$ cat src/rtl/pwm_capture.sv
// pwm_capture: measures duty/period (in prescaler ticks) and both dead-times of the boost gate pair,
// flags shoot-through (sticky) and a missing s rising edge (stall).
module pwm_capture #(
  parameter int PRESC   = 200,
  parameter int TIMEOUT = 4000
) (
  input  logic       clk,
  input  logic       rst_n,
  input  logic       s_in,
  input  logic       nots_in,
  input  logic       clr_fault,
  output logic [9:0] duty,
  output logic [11:0] period,
  output logic [7:0] dt_fall,
  output logic [7:0] dt_rise,
  output logic       valid,
  output logic       fault,
  output logic       stall
);
  localparam int PW = $clog2(PRESC);
  logic s_m, s_q, s_d, n_m, n_q, n_d;
  logic [PW-1:0] presc, presc_eff;
  logic [11:0] per_cnt;
  logic [9:0] hi_cnt;
  logic [7:0] dtf_cnt, dtr_cnt;
  logic armed, dtf_run, dtr_run;
  logic s_rise, s_fall, n_rise, n_fall, ovl, tick;
  assign s_rise = s_q & ~s_d;
  assign s_fall = ~s_q & s_d;
  assign n_rise = n_q & ~n_d;
  assign n_fall = ~n_q & n_d;
  assign ovl    = s_q & n_q;
  // the rise cycle itself counts as cycle 0 of the new period, so ticks land on exact multiples of PRESC
  assign presc_eff = s_rise ? '0 : presc;
  assign tick      = presc_eff == PW'(PRESC - 1);
  always_ff @(posedge clk or negedge rst_n) begin
    if (!rst_n) begin
      {s_m, s_q, s_d, n_m, n_q, n_d} <= '0;
      presc   <= '0;
      per_cnt <= '0;
      hi_cnt  <= '0;
      dtf_cnt <= '0;
      dtr_cnt <= '0;
      dtf_run <= 1'b0;
      dtr_run <= 1'b0;
      armed   <= 1'b0;
      duty    <= '0;
      period  <= '0;
      dt_fall <= '0;
      dt_rise <= '0;
      valid   <= 1'b0;
      fault   <= 1'b0;
      stall   <= 1'b0;
    end else begin
      {s_m, s_q, s_d} <= {s_in, s_m, s_q};
      {n_m, n_q, n_d} <= {nots_in, n_m, n_q};
      presc   <= tick ? '0 : presc_eff + 1'b1;
      per_cnt <= s_rise ? '0 : (tick && per_cnt != '1) ? per_cnt + 12'd1 : per_cnt;
      hi_cnt  <= s_rise ? '0 : (tick && s_q && hi_cnt != '1) ? hi_cnt + 10'd1 : hi_cnt;
      valid   <= s_rise & armed;
      fault   <= ovl | (fault & ~clr_fault);
      if (s_rise) begin
        if (armed) begin
          duty   <= hi_cnt;
          period <= per_cnt;
        end
        armed <= 1'b1;
        stall <= 1'b0;
      end else if (per_cnt == 12'(TIMEOUT)) begin
        armed <= 1'b0;
        stall <= 1'b1;
      end
      if (s_fall) begin
        dtf_run <= 1'b1;
        dtf_cnt <= 8'd1;
      end else if (dtf_run && n_rise) begin
        dtf_run <= 1'b0;
        if (!ovl) dt_fall <= dtf_cnt;
      end else if (s_rise) begin
        dtf_run <= 1'b0;
      end else if (dtf_run) begin
        dtf_cnt <= (dtf_cnt == '1) ? dtf_cnt : dtf_cnt + 8'd1;
      end
      if (n_fall) begin
        dtr_run <= 1'b1;
        dtr_cnt <= 8'd1;
      end else if (dtr_run && s_rise) begin
        dtr_run <= 1'b0;
        if (!ovl) dt_rise <= dtr_cnt;
      end else if (n_rise) begin
        dtr_run <= 1'b0;
      end else if (dtr_run) begin
        dtr_cnt <= (dtr_cnt == '1) ? dtr_cnt : dtr_cnt + 8'd1;
      end
    end
  end
endmodule

$ cat config.mk
export PLATFORM = sky130hd
export DESIGN_NAME = pwm_capture
export DESIGN_NICKNAME = d
export VERILOG_FILES = /design/src/rtl/pwm_capture.sv
export SDC_FILE = /design/constraint.sdc
export NUM_CORES = 1
export LEC_CHECK = 0
export CORE_UTILIZATION = 37
export CTS_CLUSTER_DIAMETER = 100
export DETAILED_ROUTE_END_ITERATION = 8
export PLACE_DENSITY_LB_ADDON = 0.2
export SLEW_MARGIN = 10
export SYNTH_ARGS = -nofsm -noshare
export SYNTH_HDL_FRONTEND = slang
export SYNTH_SLANG_ARGS = --single-unit
$ cat constraint.sdc
create_clock -name clk -period 6.4 [get_ports clk]
set_clock_uncertainty 0.1 [all_clocks]
set_input_delay 1.92 -clock clk [delete_from_list [all_inputs] [get_ports clk]]
set_output_delay 1.92 -clock clk [all_outputs]
set_load 0.05 [all_outputs]
==> run_results.csv, run 1 <==
group,metric,value,unit
hold_path,hold_depth,0,
finish,diodes,0,
finish,fill_cells,1124,
clocking,clkLatencyLatePin,0.35,ns
grt,grt_overflow,0,
critical_path,r2r_setup_slack,3.05,ns
placement,dp.final_hpwl,6.262,mm
die,die-width,112.8,µm
timing,rsz0062_at_grt,"false",
critical_path,rr_worst_depth,7,
critical_path,crit_required,4.38,ns
die,rows,40,
synthesis,avgSynthCellArea,10.71,µm²
power_and_ir_drop,vdd_drop_max,0.1548,mV
power_and_ir_drop,p_leak,2.326,nW
critical_path,cp_top_family,"buffers and inverters",
synthesis,ys_ff_latch,96,
placement,place.gp.congestion,0.8094,
routing,routed_wirelength,9.245,mm
timing,hold_viol_final,0,
critical_path,reg2reg_from,"s_q",
die,core_area,11960,µm²
synthesis,syn_inst,424,
run_status,failed_checks,"DRC",
grt,grt_pass1_wl,15.84,mm
placement,io_buffers,45,
finish,instances_no_fill,621,
run_status,outcome,"finished, violations left",
finish,syn2layout_area_growth,19.93,%
routing,drc,1,
hold_path,hold_path_class,"flip-flop to flip-flop",
routing,routedWlPerCell,14.89,µm
synthesis,ys_async_sr_fraction,100.0,%
die,die_area,12720,µm²
finish,layout_common_cells,"dfrtp_1 (96), clkdlybuf4s50_1 (44), nand2_1 (38)",
timing,hold_slack,0.2533,ns
clocking,cts_buffers,9,
routing,drtIter0Drc,129,
clocking,clk_pin_slew_worst_paths,0.07,ns
routing,vias,3280,
hold_path,min_from,"n_m",
timing,fmax,0.2824,GHz
synthesis,synth_top_area_share,52.92,%
power_and_ir_drop,powerDensity,327.6,nW/µm²
critical_path,crit_path_max_incr_delay,0.81,ns
clocking,cts_sinks,96,
finish,final_common_cell,"dfrtp_1",
run,cap_viol_max_count,0,
synthesis,syn_area,4539,µm²
synthesis,synth_top_cell_by_area,"dfrtp_1",
finish,drive_gt1_share,13.29,%
synthesis,synthesis.nets,441,
hold_path,min_to,"n_q",
clocking,cts.root.buffer_cell,"clkbuf_16",
grt,grt_start_max_net_pins,51,
timing,tns,0,ns
synthesis,ys_seq_area_share,52.92,%
routing,routed_via_density,5.282,
critical_path,critPathKind,"flip-flop to output pin",
timing,worstMarginPinSlew,1.077,ns
power_and_ir_drop,power,1.784,mW
die,initial_utilization,37.95,%
clocking,cts-htree-levels,3,
clocking,clockBufferDepth,2,
synthesis,synth-edff-count,0,
clocking,cts_resized,0,
clocking,post-cts-setup-buffers,0,
grt,grt_pass1_vias,3302,
critical_path,arrival,1.52,ns
timing,slew_headroom,27.54,%
die,die_y,112.8,µm
clocking,hold_buffers,0,
critical_path,cp_num_buf_inv,1,
synthesis,synthTopCellsByArea,"dfrtp_1 (53%), mux2_2 (8.4%), ha_1 (3.3%)",
synthesis,synth_warnings,0,
grt,gr-usage-all-layers,15.79,%
critical_path,cp-end-kind,"output pin",
timing,timing.final.crit_share,55.33,%
timing,post-route-min-period,3.541,ns
timing,setup_viol,0,
timing,maxSlewViolCount,0,
critical_path,cp-start-kind,"flip-flop",
finish,nets,486,
critical_path,crit_slowest_cell,"clkdlybuf4s50_1",
critical_path,cp_max_fo,2,
critical_path,r2r_end,"hi_cnt[0]",
synthesis,synth_cell_types,48,
synthesis,synth_flop_cell,"dfrtp_1",
routing,ant_nets,0,
placement,place_inst,605,
die,ios,46,
clocking,cts_tree,"yes",
grt,antenna_found_initial,0,
critical_path,path_cells,"clkdlybuf4s50_1",
routing,dr.pass1.iters,6,
## metal layers
metal	up-vias	share of wire [%]	global-route usage [%]
met2	66	47	25.47
met4	0	1.9	7.467
met1	1598	49	20.39
met5	-	0	0
met3	11	3.1	3.321
li1	1605	-	-
## synthesized netlist by cell type, drive strengths merged, types with 5 or more instances
library cell,count
or4,7
and3,5
nor2b,14
nand3,21
o211ai,8
nand4,5
and2,5
dfrtp,96
ha,12
nor2,18
mux2,36
o21ai,29
clkbuf,12
nand2,38
o31ai,6
inv,25
nor4,14
nor3,9
nand2b,7
a21oi,8
## layout make-up
class	count	area [µm²]	area share, %
Sequential cell	96	2402	44.13
Clock inverter	4	51.30	0.9423
Inverter	25	93.84	1.724
Clock buffer	12	266.5	4.895
Tap cell	147	183.9	3.379
Timing Repair Buffer	48	470.5	8.642
Multi-Input combinational cell	289	1976	36.29
## cells by family after synthesis
kind of cell,after synthesis,synth area share (%)
compound gates,74,10.39
xor+xnor,6,1.158
fa+ha+maj,12,3.308
buf+inv,39,3.556
flops,96,52.92
mux,40,9.813
simple gates,157,18.85
## worst max path at each step
stage / startpoint / to / cells past startpoint
2_1_floorplan: s_q / per_cnt[7] / 10
3_3_place_gp: rst_n / hi_cnt[2] / 2
3_5_place_dp: s_q / hi_cnt[0] / 7
6_report: period[2] / period[2] / 1
4_1_cts: period[2] / period[2] / 1
5_1_grt: duty[0] / duty[0] / 1
## state kept, by name, summed over array words and instances, names as in the netlist, 8 cells and up
signal,cells
period,12
duty,10
hi_cnt,10
dt_fall,8
dtf_cnt,8
per_cnt,12
presc,8
dtr_cnt,8
dt_rise,8
## per-stage QoR
step                      cell area (µm²)  utilization, %  worst slack (ns)
after global routing                 5444           45.51             2.807
after detailed placement             5126           42.86             3.078
final                                5444           45.51             2.859
after global placement               5126           42.86             3.189
after floorplan                      4539               -             3.397
after CTS                            5444           45.51             2.841
## where the power goes
group          switching [mW]  internal, mW
Clock                   0.231         0.335
Sequential             0.0813         0.696
Combinational           0.271         0.169
Total                   0.583          1.20
No activity file was read; power rests on OpenSTA's default activity.
==> run 2, diff against run 1 <==
==> constraint.sdc (replaced) <==
create_clock -name clk -period 3.6 [get_ports clk]
set_clock_uncertainty 0.1 [all_clocks]
set_input_delay 1.08 -clock clk [delete_from_list [all_inputs] [get_ports clk]]
set_output_delay 1.08 -clock clk [all_outputs]
set_load 0.05 [all_outputs]
==> run_results.csv, run 2 (synthesized netlist as in run 1, its figures left out) <==
group,metric,value,unit
timing,postLayoutSetupSlackWorst,0.6716,ns
grt,grt_start_max_net_pins,58,
clocking,cts_buffers,9,
clocking,post-cts-setup-buffers,0,
die,core_area,11960,µm²
critical_path,crit_slowest_cell,"or4_4",
finish,drive_gt1_share,13.84,%
routing,vias,3298,
timing,rsz0062_at_grt,"false",
critical_path,cp_top_family,"simple AND/OR/NAND/NOR gates",
routing,drtIter0Drc,207,
run,cap_viol_max_count,0,
critical_path,crit_path_max_incr_delay,0.64,ns
critical_path,cp_max_fo,12,
die,initial_utilization,37.95,%
finish,final_common_cell,"dfrtp_1",
critical_path,cp-end-kind,"flip-flop",
grt,grt_pass1_wl,16.00,mm
critical_path,cp_num_buf_inv,0,
power_and_ir_drop,swShare,34.03,%
die,die-width,112.8,µm
placement,place.gp.congestion,0.8471,
power_and_ir_drop,power_frac_seq,43.7,%
grt,grt_overflow,0,
routing,routedWlPerCell,14.82,µm
placement,io_buffers,45,
power_and_ir_drop,p_int,2.086,mW
timing,tns,0,ns
clocking,hold_buffers,0,
timing,timing.final.crit_share,81.34,%
timing,post-route-min-period,2.928,ns
timing,maxSlewViolCount,0,
clocking,cts_resized,0,
finish,top_regs,"per_cnt: 12 flops, period: 12 flops",
power_and_ir_drop,powerDensity,578.7,nW/µm²
clocking,clkLatencyLatePin,0.35,ns
finish,syn2layout_area_growth,20.40,%
die,rows,40,
clocking,cts_tree,"yes",
timing,setup_viol,0,
timing,fmax,0.3415,GHz
clocking,cts_sinks,96,
placement,place_ws,0.7378,ns
finish,layout_common_cells,"dfrtp_1 (96), clkdlybuf4s50_1 (44), nand2_1 (38)",
clocking,clk_pin_slew_worst_paths,0.07,ns
critical_path,crit_required,3.73,ns
routing,routed_wirelength,9.247,mm
routing,ant_nets,0,
finish,diodes,0,
finish,instances_no_fill,624,
die,die_y,112.8,µm
timing,worstMarginPinSlew,0.9679,ns
critical_path,cpMostUsedCell,"ha_1",
hold_path,hold_path_class,"flip-flop to flip-flop",
clocking,clockBufferDepth,2,
run_status,outcome,"finished, violations left",
critical_path,cp-start-kind,"flip-flop",
power_and_ir_drop,vdd_drop_max,0.2691,mV
routing,routed_via_density,5.285,
power_and_ir_drop,clkPwrFrac,31.6,%
finish,nets,489,
power_and_ir_drop,p_leak,2.331,nW
die,die_area,12720,µm²
power_and_ir_drop,power_frac_comb,24.7,%
power_and_ir_drop,p_switching,1.077,mW
clocking,cts.root.buffer_cell,"clkbuf_16",
run_status,failed_checks,"DRC",
timing,slew_headroom,34.88,%
routing,dr.pass1.iters,6,
clocking,cts-htree-levels,3,
critical_path,arrival,3.06,ns
die,ios,46,
critical_path,critPathKind,"flip-flop to flip-flop",
grt,antenna_found_initial,0,
placement,place_inst,608,
timing,hold_viol_final,0,
grt,gr-usage-all-layers,15.93,%
grt,grt_pass1_vias,3245,
critical_path,path_cells,"ha_1 -> nor2b_1 -> ha_1 -> nand3b_1 -> or4_4 -> nor4_1 -> mux2_1",
routing,drc,1,
placement,dp.final_hpwl,6.252,mm
## run 2: cell count changes in the layout (fill, tap and decap cells not counted), sizes merged
cell,delta
clkinvlp,+2
inv,+3
clkinv,-2
clkbuf,-3
buf,+3
## run 2: through the flow
stage	area [µm²]	total power, mW	hold slack [ns]	utilization (%)
3_3_place_gp	5161	2.176	0.2356	43.15
4_1_cts	5465	3.195	0.2604	45.69
6_report	5465	3.163	0.2579	45.69
2_1_floorplan	4539	1.924	0.2312	-
5_1_grt	5465	3.321	0.2786	45.69
3_5_place_dp	5161	2.192	0.2435	43.15
## run 2: path summary, 6_finish.rpt
check | start | to | slack, ns | cells after the start
max | s_q | per_cnt[9] | 0.67 | 7
min | n_m | n_q | 0.26 | 0
max in group asynchronous | rst_n | duty[8] | 2.11 | 2
max reg2reg | s_q | per_cnt[9] | 0.67 | 7
min reg2reg | n_m | n_q | 0.26 | 0
min in group asynchronous | rst_n | dt_fall[6] | 0.60 | 1
## run 2: per-layer routing
layer  routed length [µm]  GRT usage (%)  up-vias
li1                     -              -     1603
met5                    0              0        -
met3                  276          3.482       13
met2                 4259          25.64       47
met4                  146          6.400        0
met1                 4564          20.95     1635
## run 2: final cells by class
cell class / instances / area [µm²]
flip-flops and latches: 96 / 2402
repair buffers: 51 / 505.5
clock inverters: 7 / 78.83
fillers: 1129 / 6496
clock buffers: 9 / 225.2
multi-input cells: 289 / 1976
well taps: 147 / 183.9
inverters: 25 / 93.84
## run 2: worst reg2reg max path: cells and delay by family (launching register included)
family,cells,cell delay (ns)
flops,1,0.45
fa+ha+maj,2,0.54
mux,1,0.36
simple gates,4,1.36
## run 2: power by group through the flow
stage	logic, mW	registers (mW)	clock network (mW)
2_1_floorplan	0.299	1.62	0
3_3_place_gp	0.777	1.40	0
3_5_place_dp	0.789	1.40	0
4_1_cts	0.791	1.38	1.02
5_1_grt	0.848	1.41	1.06
6_report	0.782	1.38	0.998
==> run 3, diff against run 2 <==
==> constraint.sdc (replaced) <==
create_clock -name clk -period 2.7 [get_ports clk]
set_clock_uncertainty 0.1 [all_clocks]
set_input_delay 0.81 -clock clk [delete_from_list [all_inputs] [get_ports clk]]
set_output_delay 0.81 -clock clk [all_outputs]
set_load 0.05 [all_outputs]
==> run_results.csv, run 3 (synthesized netlist as in run 1, its figures left out) <==
group,metric,value,unit
run_status,outcome,"finished, final reports clean",
routing,wl_met1,4.381,mm
critical_path,cp-start-kind,"flip-flop",
grt,antenna_found_initial,0,
finish,syn2layout_area_growth,23.76,%
timing,fmax,0.3854,GHz
routing,dr.pass1.iters,6,
grt,grt_pass1_wl,16.37,mm
finish,layout_common_cells,"dfrtp_1 (96), clkdlybuf4s50_1 (44), nand2_1 (38)",
timing,maxSlewViolCount,0,
routing,routed_wirelength,9.507,mm
power_and_ir_drop,power,4.313,mW
routing,top_layer_used,"met4",
grt,grt_overflow,0,
clocking,post-cts-setup-buffers,0,
critical_path,rr_worst_depth,8,
clocking,cts_tree,"yes",
finish,diodes,0,
die,die_y,112.8,µm
die,ios,46,
die,core_area,11960,µm²
finish,nets,497,
timing,setup_viol,0,
placement,placed_area,5265,µm²
die,die-width,112.8,µm
routing,met3WireLength,405,µm
timing,timing.final.crit_share,96.11,%
grt,grt_start_max_net_pins,45,
finish,stdcell_area,5618,µm²
power_and_ir_drop,vdd_drop_max,0.5090,mV
clocking,cts-htree-levels,3,
hold_path,hold_path_class,"flip-flop to flip-flop",
routing,routedWlPerCell,15.04,µm
placement,dp.final_hpwl,6.641,mm
clocking,cts_sinks,96,
routing,wl_met2,4.607,mm
power_and_ir_drop,powerDensity,767.8,nW/µm²
finish,top_regs,"per_cnt: 12 flops, period: 12 flops",
finish,instances_no_fill,632,
critical_path,cp_max_fo,12,
finish,final_common_cell,"dfrtp_1",
timing,worstMarginPinSlew,0.8831,ns
timing,rsz0062_at_grt,"false",
finish,drive_gt1_share,16.70,%
routing,ant_nets,0,
critical_path,crit_required,2.83,ns
critical_path,cp-end-kind,"flip-flop",
timing,slew_headroom,41.12,%
die,rows,40,
power_and_ir_drop,p_leak,2.397,nW
clocking,clkLatencyLatePin,0.35,ns
placement,place_inst,616,
timing,post-route-min-period,2.595,ns
placement,io_buffers,45,
timing,hold_slack,0.2508,ns
timing,hold_viol_final,0,
clocking,clockBufferDepth,2,
clocking,cts_buffers,9,
grt,gr-usage-all-layers,16.46,%
routing,routed_via_density,5.282,
routing,drc,0,
clocking,clk_pin_slew_worst_paths,0.07,ns
hold_path,hold_depth,0,
routing,drtIter0Drc,112,
run,cap_viol_max_count,0,
critical_path,critPathKind,"flip-flop to flip-flop",
routing,vias,3338,
critical_path,arrival,2.72,ns
clocking,cts.root.buffer_cell,"clkbuf_16",
grt,grt_pass1_vias,3246,
placement,place.gp.congestion,0.7644,
die,initial_utilization,37.95,%
die,die_area,12720,µm²
-- run 3: cell count changes in the layout (fill, tap and decap cells not counted), sizes merged --
cell      before  now
buf            7   15
bufinv         1    2
clkbuf         9   10
clkinv         0    2
clkinvlp       3    2
inv           28   25
-- run 3: final cells by class --
cell class                      instances  area [µm²]
Clock buffer                           10       239.0
Clock inverter                          6       92.59
Fill cell                            1129        6344
Inverter                               25       93.84
Multi-Input combinational cell        289        2028
Sequential cell                        96        2402
Tap cell                              147       183.9
Timing Repair Buffer                   59       578.1
-- run 3: repair_timing --
action                                  CTS  global route
gates resized for setup                   2             1
endpoints found under the setup margin    1             5
hold buffers                              0             0
-- run 3: per-layer routing --
metal,global-route usage (%),up-vias
li1,-,1621
met1,20.97,1652
met2,27.12,55
met3,4.981,10
met4,4.711,0
met5,0,-
-- run 3: through the flow --
step	TNS (ns)	setup WS, ns	util, %
floorplan	-0.1246	-0.06448	-
global route	0	0.008611	46.97
CTS	0	0.04620	46.95
global placement	0	0.1381	44.02
finish	0	0.1050	46.97
detailed placement	0	0.01781	44.02
-- run 3: path summary, 6_finish.rpt --
| check | startpoint | to | slack (ns) |
|---|---|---|---|
| min | n_m | n_q | 0.25 |
| max in group asynchronous | rst_n | dt_rise[4] | 1.55 |
| min reg2reg | n_m | n_q | 0.25 |
| max reg2reg | s_d | per_cnt[7] | 0.11 |
| min in group asynchronous | rst_n | dt_fall[4] | 0.31 |
| max | s_d | per_cnt[7] | 0.11 |
-- run 3: worst max-delay path, stage by stage (launching register included) --
cell      delay (ns)
dfrtp_1         0.35
inv_1           0.09
ha_4            0.22
nor2b_2         0.13
ha_2            0.22
nand3b_1        0.15
or4_4           0.56
nor4_4          0.30
mux2_1          0.35
-- run 3: power by group --
group	leakage [nW]	internal, mW	total, mW	switching (mW)
clock	0.155	0.840	1.40	0.561
sequential	1.25	1.65	1.84	0.194
combinational	0.988	0.423	1.07	0.646
total	2.40	2.91	4.31	1.40
